`config.mk`:
```
export PLATFORM = sky130hd
export DESIGN_NAME = sipo_frame_shifter
export DESIGN_NICKNAME = d
export VERILOG_FILES = /design/src/rtl/sipo_pkg.sv /design/src/rtl/sipo_frame_buffer.sv /design/src/rtl/sipo_frame_shifter.sv
export SDC_FILE = /design/constraint.sdc
export NUM_CORES = 1
export LEC_CHECK = 0
export ABC_CLOCK_PERIOD_IN_PS = 3800
export BUFFER_PORTS_ARGS = -buffer_cell sky130_fd_sc_hd__buf_2
export CELL_PAD_IN_SITES_DETAIL_PLACEMENT = 1
export CELL_PAD_IN_SITES_GLOBAL_PLACEMENT = 1
export CORE_AREA = 2 2 56 58
export DETAILED_ROUTE_END_ITERATION = 10
export DIE_AREA = 0 0 58 60
export PLACE_DENSITY_LB_ADDON = 0.1
export SKIP_LAST_GASP = 1
export SYNTH_ARGS = -nofsm -noshare
export SYNTH_HDL_FRONTEND = slang
export SYNTH_SLANG_ARGS = --single-unit
```
`constraint.sdc`:
```
create_clock -name clk -period 3.8 [get_ports clk]
set_input_delay 0.38 -clock clk [delete_from_list [all_inputs] [get_ports clk]]
set_output_delay 0.38 -clock clk [all_outputs]
set_load 0.02 [all_outputs]
```
`src/rtl/sipo_pkg.sv`:
```
// rtl/sipo_pkg.sv - shared types and helpers for the sipo_frame_shifter slice (PARITY_EN aware)
package sipo_pkg;

    // Output holding register occupancy
    typedef enum logic {
        ST_EMPTY = 1'b0,
        ST_FULL  = 1'b1
    } buf_state_t;

    // Widest frame the parity helper accepts; narrower words are zero-extended
    localparam int SIPO_MAX_WIDTH = 64;

    // Bits needed to count 0..width inclusive
    function automatic int cnt_width(input int width);
        return $clog2(width + 1);
    endfunction

    // Even-parity check: 1 when data bits plus the parity bit hold an odd number of ones
    function automatic logic even_parity_err(input logic [SIPO_MAX_WIDTH-1:0] data,
                                             input logic                      pbit);
        return (^data) ^ pbit;
    endfunction

endpackage

```
`src/rtl/sipo_frame_buffer.sv`:
```
// rtl/sipo_frame_buffer.sv - frame holding register with valid/ready handshake and sticky overrun
module sipo_frame_buffer
    import sipo_pkg::*;
#(
    parameter int WIDTH = 8
) (
    input  logic             clk,
    input  logic             reset,
    input  logic             frame_done,
    input  logic [WIDTH-1:0] done_word,
    input  logic             done_perr,
    input  logic             frame_ready,
    output logic [WIDTH-1:0] frame_word,
    output logic             frame_valid,
    output logic             overrun,
    output logic             parity_err
);

    buf_state_t       state_q, state_d;
    logic [WIDTH-1:0] frame_word_q, frame_word_d;
    logic             overrun_q, overrun_d;
    logic             parity_err_q, parity_err_d;

    // Next-state of the holding register: capture when the slot is free or being drained,
    // otherwise keep the old frame and flag the dropped one
    always_comb begin
        state_d      = state_q;
        frame_word_d = frame_word_q;
        overrun_d    = overrun_q;
        parity_err_d = parity_err_q;
        case (state_q)
            ST_EMPTY: begin
                if (frame_done) begin
                    state_d      = ST_FULL;
                    frame_word_d = done_word;
                    parity_err_d = done_perr;
                end
            end
            ST_FULL: begin
                if (frame_done) begin
                    if (frame_ready) begin
                        frame_word_d = done_word;
                        parity_err_d = done_perr;
                    end else begin
                        overrun_d = 1'b1;
                    end
                end else if (frame_ready) begin
                    state_d = ST_EMPTY;
                end
            end
            default: begin
                state_d = ST_EMPTY;
            end
        endcase
    end

    // Buffer state machine registers; reset wins over everything
    always_ff @(posedge clk) begin
        if (reset) begin
            state_q      <= ST_EMPTY;
            frame_word_q <= '0;
            overrun_q    <= 1'b0;
            parity_err_q <= 1'b0;
        end else begin
            state_q      <= state_d;
            frame_word_q <= frame_word_d;
            overrun_q    <= overrun_d;
            parity_err_q <= parity_err_d;
        end
    end

    assign frame_word  = frame_word_q;
    assign frame_valid = (state_q == ST_FULL);
    assign overrun     = overrun_q;
    assign parity_err  = parity_err_q;

endmodule

```
`src/rtl/sipo_frame_shifter.sv`:
```
// rtl/sipo_frame_shifter.sv - framed SIPO/PISO shift register; PARITY_EN adds a trailing even-parity bit
module sipo_frame_shifter
    import sipo_pkg::*;
#(
    parameter int WIDTH     = 8,
    parameter bit LSB_FIRST = 1'b0
) (
    input  logic                           clk,
    input  logic                           reset,
    input  logic                           shift_en,
    input  logic                           sdata,
    input  logic                           load,
    input  logic [WIDTH-1:0]               pin,
    input  logic                           abort,
    output logic [WIDTH-1:0]               pout,
    output logic                           sout,
    output logic [cnt_width(WIDTH)-1:0]    bit_cnt,
    output logic [WIDTH-1:0]               frame_word,
    output logic                           frame_valid,
    input  logic                           frame_ready,
    output logic                           overrun,
    output logic                           parity_err
);

    localparam int CW = cnt_width(WIDTH);
`ifdef PARITY_EN
    // Count reaches WIDTH: the extra shift carries the parity bit
    localparam int LAST_CNT = WIDTH;
`else
    localparam int LAST_CNT = WIDTH - 1;
`endif

    logic [WIDTH-1:0] pout_q, pout_d;
    logic [WIDTH-1:0] shifted;
    logic [CW-1:0]    bit_cnt_q, bit_cnt_d;
    logic             frame_done;
    logic             frame_perr;

`ifdef PARITY_EN
    logic [SIPO_MAX_WIDTH-1:0] pout_ext;

    // Zero-extend the data word for the shared parity helper
    always_comb begin
        pout_ext              = '0;
        pout_ext[WIDTH-1:0]   = pout_q;
    end
`endif

    // Shift register contents after one serial step in the configured direction
    always_comb begin
        if (LSB_FIRST) begin
            shifted = {sdata, pout_q[WIDTH-1:1]};
        end else begin
            shifted = {pout_q[WIDTH-2:0], sdata};
        end
    end

    // Load > abort > shift; the final shift of a frame wraps the counter and raises frame_done
    always_comb begin
        pout_d     = pout_q;
        bit_cnt_d  = bit_cnt_q;
        frame_done = 1'b0;
        frame_perr = 1'b0;
        if (load) begin
            pout_d    = pin;
            bit_cnt_d = '0;
        end else if (abort) begin
            bit_cnt_d = '0;
        end else if (shift_en) begin
            if (bit_cnt_q == CW'(LAST_CNT)) begin
                frame_done = 1'b1;
                bit_cnt_d  = '0;
`ifdef PARITY_EN
                // Parity bit is consumed here and never enters the data word
                frame_perr = even_parity_err(pout_ext, sdata);
`else
                pout_d     = shifted;
`endif
            end else begin
                pout_d    = shifted;
                bit_cnt_d = bit_cnt_q + CW'(1);
            end
        end
    end

    // Shift register and frame counter
    always_ff @(posedge clk) begin
        if (reset) begin
            pout_q    <= '0;
            bit_cnt_q <= '0;
        end else begin
            pout_q    <= pout_d;
            bit_cnt_q <= bit_cnt_d;
        end
    end

    // The completed word is the register value the final shift produces
    sipo_frame_buffer #(
        .WIDTH (WIDTH)
    ) u_buffer (
        .clk         (clk),
        .reset       (reset),
        .frame_done  (frame_done),
        .done_word   (pout_d),
        .done_perr   (frame_perr),
        .frame_ready (frame_ready),
        .frame_word  (frame_word),
        .frame_valid (frame_valid),
        .overrun     (overrun),
        .parity_err  (parity_err)
    );

    assign pout    = pout_q;
    assign bit_cnt = bit_cnt_q;
    assign sout    = LSB_FIRST ? pout_q[0] : pout_q[WIDTH-1];

endmodule

```
==> summary.txt, run 1 <==
Least-Margin Pin Slew -> 0.755 ns
Critical Setup Path Class -> flop to flop
HPWL Detailed -> 1.75 mm
Vias per cell -> 5.02
Tcrit/Tclk final -> 53.9%
First-pass iteration count of the detailed router -> 4
Synth Instances -> 108
Initial antenna violation count -> 0
WHS -> 0.313 ns
Total Power -> 0.490 mW
IO Port Bufs -> 37
Peak VDD IR -> 334 uV
Hold Buf Count CTS -> 0
Wire per inst -> 13.8 um
Most common cell in the netlist -> dfxtp_1
Nets -> 155
Rel. slew slack -> 49.6%
Unrepaired setup endpoints after global routing -> no
Yosys cell types -> 26
Area after DPL -> 1200 um2
Largest net degree at the start of global routing -> 20
Pre-CTS setup slack -> 1.77 ns
Commonest cells in the netlist -> 22 x dfxtp_1, 12 x nor2_1, 10 x nor2b_1
H-tree depth -> 1
Layout area overhead -> 19.7%
Synth Register Bits -> 22
Clock skew -> 0.00566 ns
Post-synth net total -> 124
Pwr Density -> 393 nW/um2
Ys flop type -> dfxtp_1
Initial Utilization -> 35.9%
Min cycle time layout -> 2.05 ns
Share of layout cells above drive strength 1 -> 41.3%
TritonCTS clock tree -> yes
Rows -> 20
DRC Markers -> 0
Cell accounting for the most synthesized area -> dfxtp_1
Yosys top cell area share -> 42.2%
Final worst slack -> 1.75 ns
ANT cells -> 0
Register area -> 440 um2
Post-CTS setup buffers -> 0
Fill cells -> 364
Critical Path Fanout Max -> 12
Remaining Overflow, GRT -> 0
Die width -> 58 um
Finished Cell Area -> 1250 um2
First-pass GRT wire length -> 3.86 mm
Crit. End Element -> flop
Core area -> 2900 um2
Clock Latency Late Sink -> 0.32 ns
Post-Syn Area -> 1040 um2
Fmax -> 488 MHz
Via count -> 859
Vias in the first global route -> 824
Pleak -> 0.551 nW
Total Routing Usage GR -> 14.9%
R2r setup slk -> 1.75 ns
Worst-path clk slew -> 0.13 ns
Average size of a mapped cell -> 9.66 um2
DRT antenna net count -> 0
Worst hold path class -> input port to flop
Synth Warn # -> 0
Max clock buf depth -> 2
Setup crit start kind -> flop
Fin. Hold Viols -> 0
Die footprint -> 3480 um2
Critical path arrival -> 2.25 ns
Status -> complete, no violations
Largest cells by area after synthesis -> dfxtp_1 42%, a211oi_2 9.6%, mux2_2 6.5%, nor2b_1 6.0%, a31oi_1 4.8%
Final setup violation count -> 0
Root Driver -> clkbuf_4
Final WL -> 2.36 mm
Die H -> 60 um
Initial DRC count -> 31
Maxcap violations -> 0
RD Place Congestion -> 0.683
Setup TNS -> 0 ns
Required time of the critical path -> 4.00 ns
EDFF count, synth -> 0
Total CTS buffers -> 3
Asr flop ratio synth -> 0%
Post-CTS Resized -> 0
Pins over their slew limit -> 0
Sequential area share after synthesis -> 42.2%
Clock sink total -> 22
I/O Pins -> 39
Multi-input logic area -> 522 um2
state kept, by name, indices dropped and copies added (netlist names):
name,flops
u_buffer.frame_valid,1
bit_cnt,4
u_buffer.frame_word,8
u_buffer.overrun,1
pout,8
stage by stage:
stage	std cells	util (%)
2_1_floorplan	108	-
3_3_place_gp	167	41.2
3_5_place_dp	167	41.2
4_1_cts	171	43.0
5_1_grt	171	43.0
6_report	171	43.0
where the power goes:
group / switching, mW / total, mW / internal, mW
combinational: 0.0379 / 0.0652 / 0.0272
sequential: 0.00361 / 0.241 / 0.238
clock: 0.0770 / 0.184 / 0.107
cells in the final DEF (no fill, tap or decap), drive strengths merged:
cell type   n
a211o       1
a211oi      8
a21oi       3
a31oi       8
a41oi       1
and3        1
and4bb      1
buf        37
bufinv      1
clkbuf      3
conb        1
dfxtp      22
ha          1
inv         2
mux2        8
mux2i       1
nand2       4
nand2b      1
nand4       1
nor2       12
nor2b      10
nor3        8
or3         2
xor2        1
per-layer routing:
| metal | vias to the layer above | wire, um | GRT usage [%] |
|---|---|---|---|
| met1 | 397 | 1120 | 19.4 |
| li1 | 434 | - | - |
| met5 | - | 0 | 0 |
| met3 | 5 | 144 | 3.90 |
| met4 | 0 | 42 | 5.98 |
| met2 | 23 | 1060 | 23.5 |
cells by family (layout without fill, tap and decap cells):
group	Yosys count	count (layout)	share of synthesized area, %
xor+xnor	1	1	0.839
simple gates	40	40	19.8
buf+inv	13	43	7.79
mux	9	9	10.3
compound gates	21	21	17.5
flops	22	22	42.2
fa+ha+maj	1	1	1.20
other cells	1	1	0.359
worst max-delay path: stages, from the launching register on:
cell and delay (ns):
dfxtp_1 0.42, ha_1 0.21, nor2b_1 0.62, and3_1 0.55, a211oi_2 0.13
path summary, 6_finish.rpt:
path | from | end | cells after the start
worst max-delay path | bit_cnt[0] | u_buffer.frame_word[0] | 4
worst max register to register | bit_cnt[0] | u_buffer.frame_word[0] | 4
worst min-delay path | pin[7] | pout[7] | 3
worst min register to register | bit_cnt[3] | bit_cnt[3] | 2
final cells by class:
| cell class | instances | area share, % |
|---|---|---|
| repair buffers | 37 | 14.8 |
| flip-flops and latches | 22 | 35.3 |
| clock buffers | 3 | 1.80 |
| well taps | 33 | 3.31 |
| inverters | 2 | 0.601 |
| clock inverters | 1 | 2.40 |
| multi-input cells | 73 | 41.8 |
Note: power is estimated with default switching activity, not from simulation.
==> run 2, diff against run 1 <==
--- a/config.mk
+++ b/config.mk
@@ -5,13 +5,13 @@
 export SDC_FILE = /design/constraint.sdc
 export NUM_CORES = 1
 export LEC_CHECK = 0
-export ABC_CLOCK_PERIOD_IN_PS = 3800
+export ABC_CLOCK_PERIOD_IN_PS = 2100
 export BUFFER_PORTS_ARGS = -buffer_cell sky130_fd_sc_hd__buf_2
 export CELL_PAD_IN_SITES_DETAIL_PLACEMENT = 1
 export CELL_PAD_IN_SITES_GLOBAL_PLACEMENT = 1
-export CORE_AREA = 2 2 56 58
+export CORE_AREA = 2 2 58 60
 export DETAILED_ROUTE_END_ITERATION = 10
-export DIE_AREA = 0 0 58 60
+export DIE_AREA = 0 0 60 62
 export PLACE_DENSITY_LB_ADDON = 0.1
 export SKIP_LAST_GASP = 1
 export SYNTH_ARGS = -nofsm -noshare
==> constraint.sdc (replaced) <==
create_clock -name clk -period 2.1 [get_ports clk]
set_input_delay 0.21 -clock clk [delete_from_list [all_inputs] [get_ports clk]]
set_output_delay 0.21 -clock clk [all_outputs]
set_load 0.02 [all_outputs]
==> summary.txt, run 2 (synthesized netlist as in run 1, its figures left out) <==
Status -> complete, no violations (unchanged)
Total Routing Usage GR -> 15.1% (was 14.9%)
Die H -> 62 um (was 60 um)
I/O Pins -> 39 (unchanged)
Nets -> 157 (was 155)
Cells after DPL -> 182 (was 167)
Critical path arrival -> 1.87 ns (was 2.25 ns)
Part of the power in registers -> 49.2% (about the same)
Crit-path cells -> and4bb_1 -> and3_1 -> a211oi_2 (was ha_1 -> nor2b_1 -> and3_1 -> a211oi_2)
Critical Setup Path Class -> flop to flop (unchanged)
Die width -> 60 um (was 58 um)
Worst-path clk slew -> 0.13 ns (about the same)
HPWL Detailed -> 1.81 mm (was 1.75 mm)
Vias per cell -> 4.83 (was 5.02)
Post-CTS setup buffers -> 0 (unchanged)
Setup crit start kind -> flop (unchanged)
Die footprint -> 3720 um2 (was 3480 um2)
Largest net degree at the start of global routing -> 20 (unchanged)
DRT antenna net count -> 0 (unchanged)
Vias in the first global route -> 886 (was 824)
Switching power of the nets -> 0.213 mW (was 0.119 mW)
Root Driver -> clkbuf_4 (unchanged)
R2R Path End -> u_buffer.frame_word[0] (unchanged)
Final WL -> 2.54 mm (was 2.36 mm)
Commonest non-fill, non-tap cell in the layout -> buf_2 (unchanged)
R2r setup slk -> 0.43 ns (was 1.75 ns)
Hold Buf Count CTS -> 0 (unchanged)
Layout area overhead -> 22.7% (was 19.7%)
Peak VDD IR -> 186 uV (was 334 uV)
H-tree depth -> 1 (unchanged)
Core area -> 3180 um2 (was 2900 um2)
Fin. Hold Viols -> 0 (unchanged)
HP Start -> pin[6] (was pin[7])
R2R cell count -> 3 (was 4)
Clock power frac -> 37.3% (was 37.5%)
Critical Path Fanout Max -> 11 (was 12)
Rows -> 21 (was 20)
TritonCTS clock tree -> yes (unchanged)
Pins over their slew limit -> 0 (unchanged)
Slowest Stage Delay on Critical Path -> 0.50 ns (was 0.62 ns)
DRC Markers -> 0 (unchanged)
Cell-internal power -> 0.674 mW (was 0.372 mW)
Clock Latency Late Sink -> 0.31 ns (was 0.32 ns)
Crit. End Element -> flop (unchanged)
Wire per inst -> 13.6 um (was 13.8 um)
Remaining Overflow, GRT -> 0 (unchanged)
Required time of the critical path -> 2.30 ns (was 4.00 ns)
Total Power -> 0.887 mW (was 0.490 mW)
Initial DRC count -> 30 (was 31)
Maxcap violations -> 0 (unchanged)
CP max stage cell -> and3_1 (was nor2b_1)
Finished Layout Cells -> 186 (was 171)
Pleak -> 0.562 nW (was 0.551 nW)
Comb pwr share -> 13.5% (was 13.3%)
Share of layout cells above drive strength 1 -> 42.1% (was 41.3%)
Final worst slack -> 0.427 ns (was 1.75 ns)
Tcrit/Tclk final -> 79.7% (was 53.9%)
Post-CTS Resized -> 0 (unchanged)
IO Port Bufs -> 37 (unchanged)
First-pass GRT wire length -> 4.16 mm (was 3.86 mm)
R2r startpoint -> bit_cnt[2] (was bit_cnt[0])
Initial Utilization -> 32.8% (was 35.9%)
Switching share of power -> 24.0% (was 24.2%)
Clock skew -> 0.00171 ns (was 0.00566 ns)
Worst hold path class -> input port to flop (unchanged)
Clock sink total -> 22 (unchanged)
Via count -> 898 (was 859)
Total CTS buffers -> 3 (unchanged)
First-pass iteration count of the detailed router -> 4 (unchanged)
ANT cells -> 0 (unchanged)
Max clock buf depth -> 2 (unchanged)
Initial antenna violation count -> 0 (unchanged)
Final setup violation count -> 0 (unchanged)
RD Place Congestion -> 0.726 (was 0.683)
Most frequent cells in the layout -> 37 x buf_2, 22 x dfxtp_1, 12 x nor2_1, 10 x nor2b_1 (unchanged)
Unrepaired setup endpoints after global routing -> no (unchanged)
Pre-CTS setup slack -> 0.365 ns (was 1.77 ns)
Fmax -> 598 MHz (was 488 MHz)
Min cycle time layout -> 1.67 ns (was 2.05 ns)
Hold path depth -> 3 (unchanged)
Pwr Density -> 693 nW/um2 (was 393 nW/um2)
WHS Endpoint -> pout[6] (was pout[7])
Setup TNS -> 0 ns (unchanged)
## run 2: cell count changes in the layout (fill, tap and decap cells not counted), sizes merged
| cell | previous run | this run |
|---|---|---|
| buf | 37 | 39 |
## run 2: area by class of cell
cell class,instances,area [um2]
flip-flops and latches,22,440
inverters,2,7.51
clock buffers,3,22.5
multi-input cells,73,522
clock inverters,1,30.0
repair buffers,39,200
fillers,393,1900
well taps,46,57.6
## run 2: stage by stage
step	utilization, %	hold WS (ns)	cell area, um2
floorplan	-	0.362	1040
global route	40.3	0.150	1280
global placement	38.6	0.472	1230
finish	40.3	0.149	1280
detailed placement	38.6	0.470	1230
CTS	40.3	0.139	1280
## run 2: power by group through the flow
stage               clock, mW  combinational, mW  sequential (mW)
floorplan                   0             0.0705            0.463
global placement            0              0.120            0.446
detailed placement          0              0.121            0.446
CTS                     0.343              0.121            0.437
global route            0.358              0.133            0.438
finish                  0.331              0.120            0.437
## run 2: worst max-delay path by stage
| stage | startpoint | end | depth (start not counted) |
|---|---|---|---|
| 6_report | bit_cnt[2] | u_buffer.frame_word[0] | 3 |
| 4_1_cts | bit_cnt[2] | u_buffer.frame_word[0] | 3 |
| 3_5_place_dp | load | u_buffer.frame_word[7] | 4 |
| 3_3_place_gp | load | u_buffer.frame_word[0] | 4 |
| 2_1_floorplan | bit_cnt[0] | u_buffer.frame_word[1] | 5 |
| 5_1_grt | bit_cnt[2] | u_buffer.frame_word[2] | 3 |
## run 2: worst max-delay path, delay by kind of cell (launching register included)
family	cells	cell delay, ns
compound gates	1	0.13
simple gates	2	0.99
flops	1	0.44
## run 2: layer usage
metal / up-vias / wire length (um) / track usage (%)
met4: 0 / 52 / 7.62
met5: - / 0 / 0
met2: 22 / 1240 / 25.9
met3: 5 / 106 / 2.69
li1: 439 / - / -
met1: 432 / 1140 / 18.2
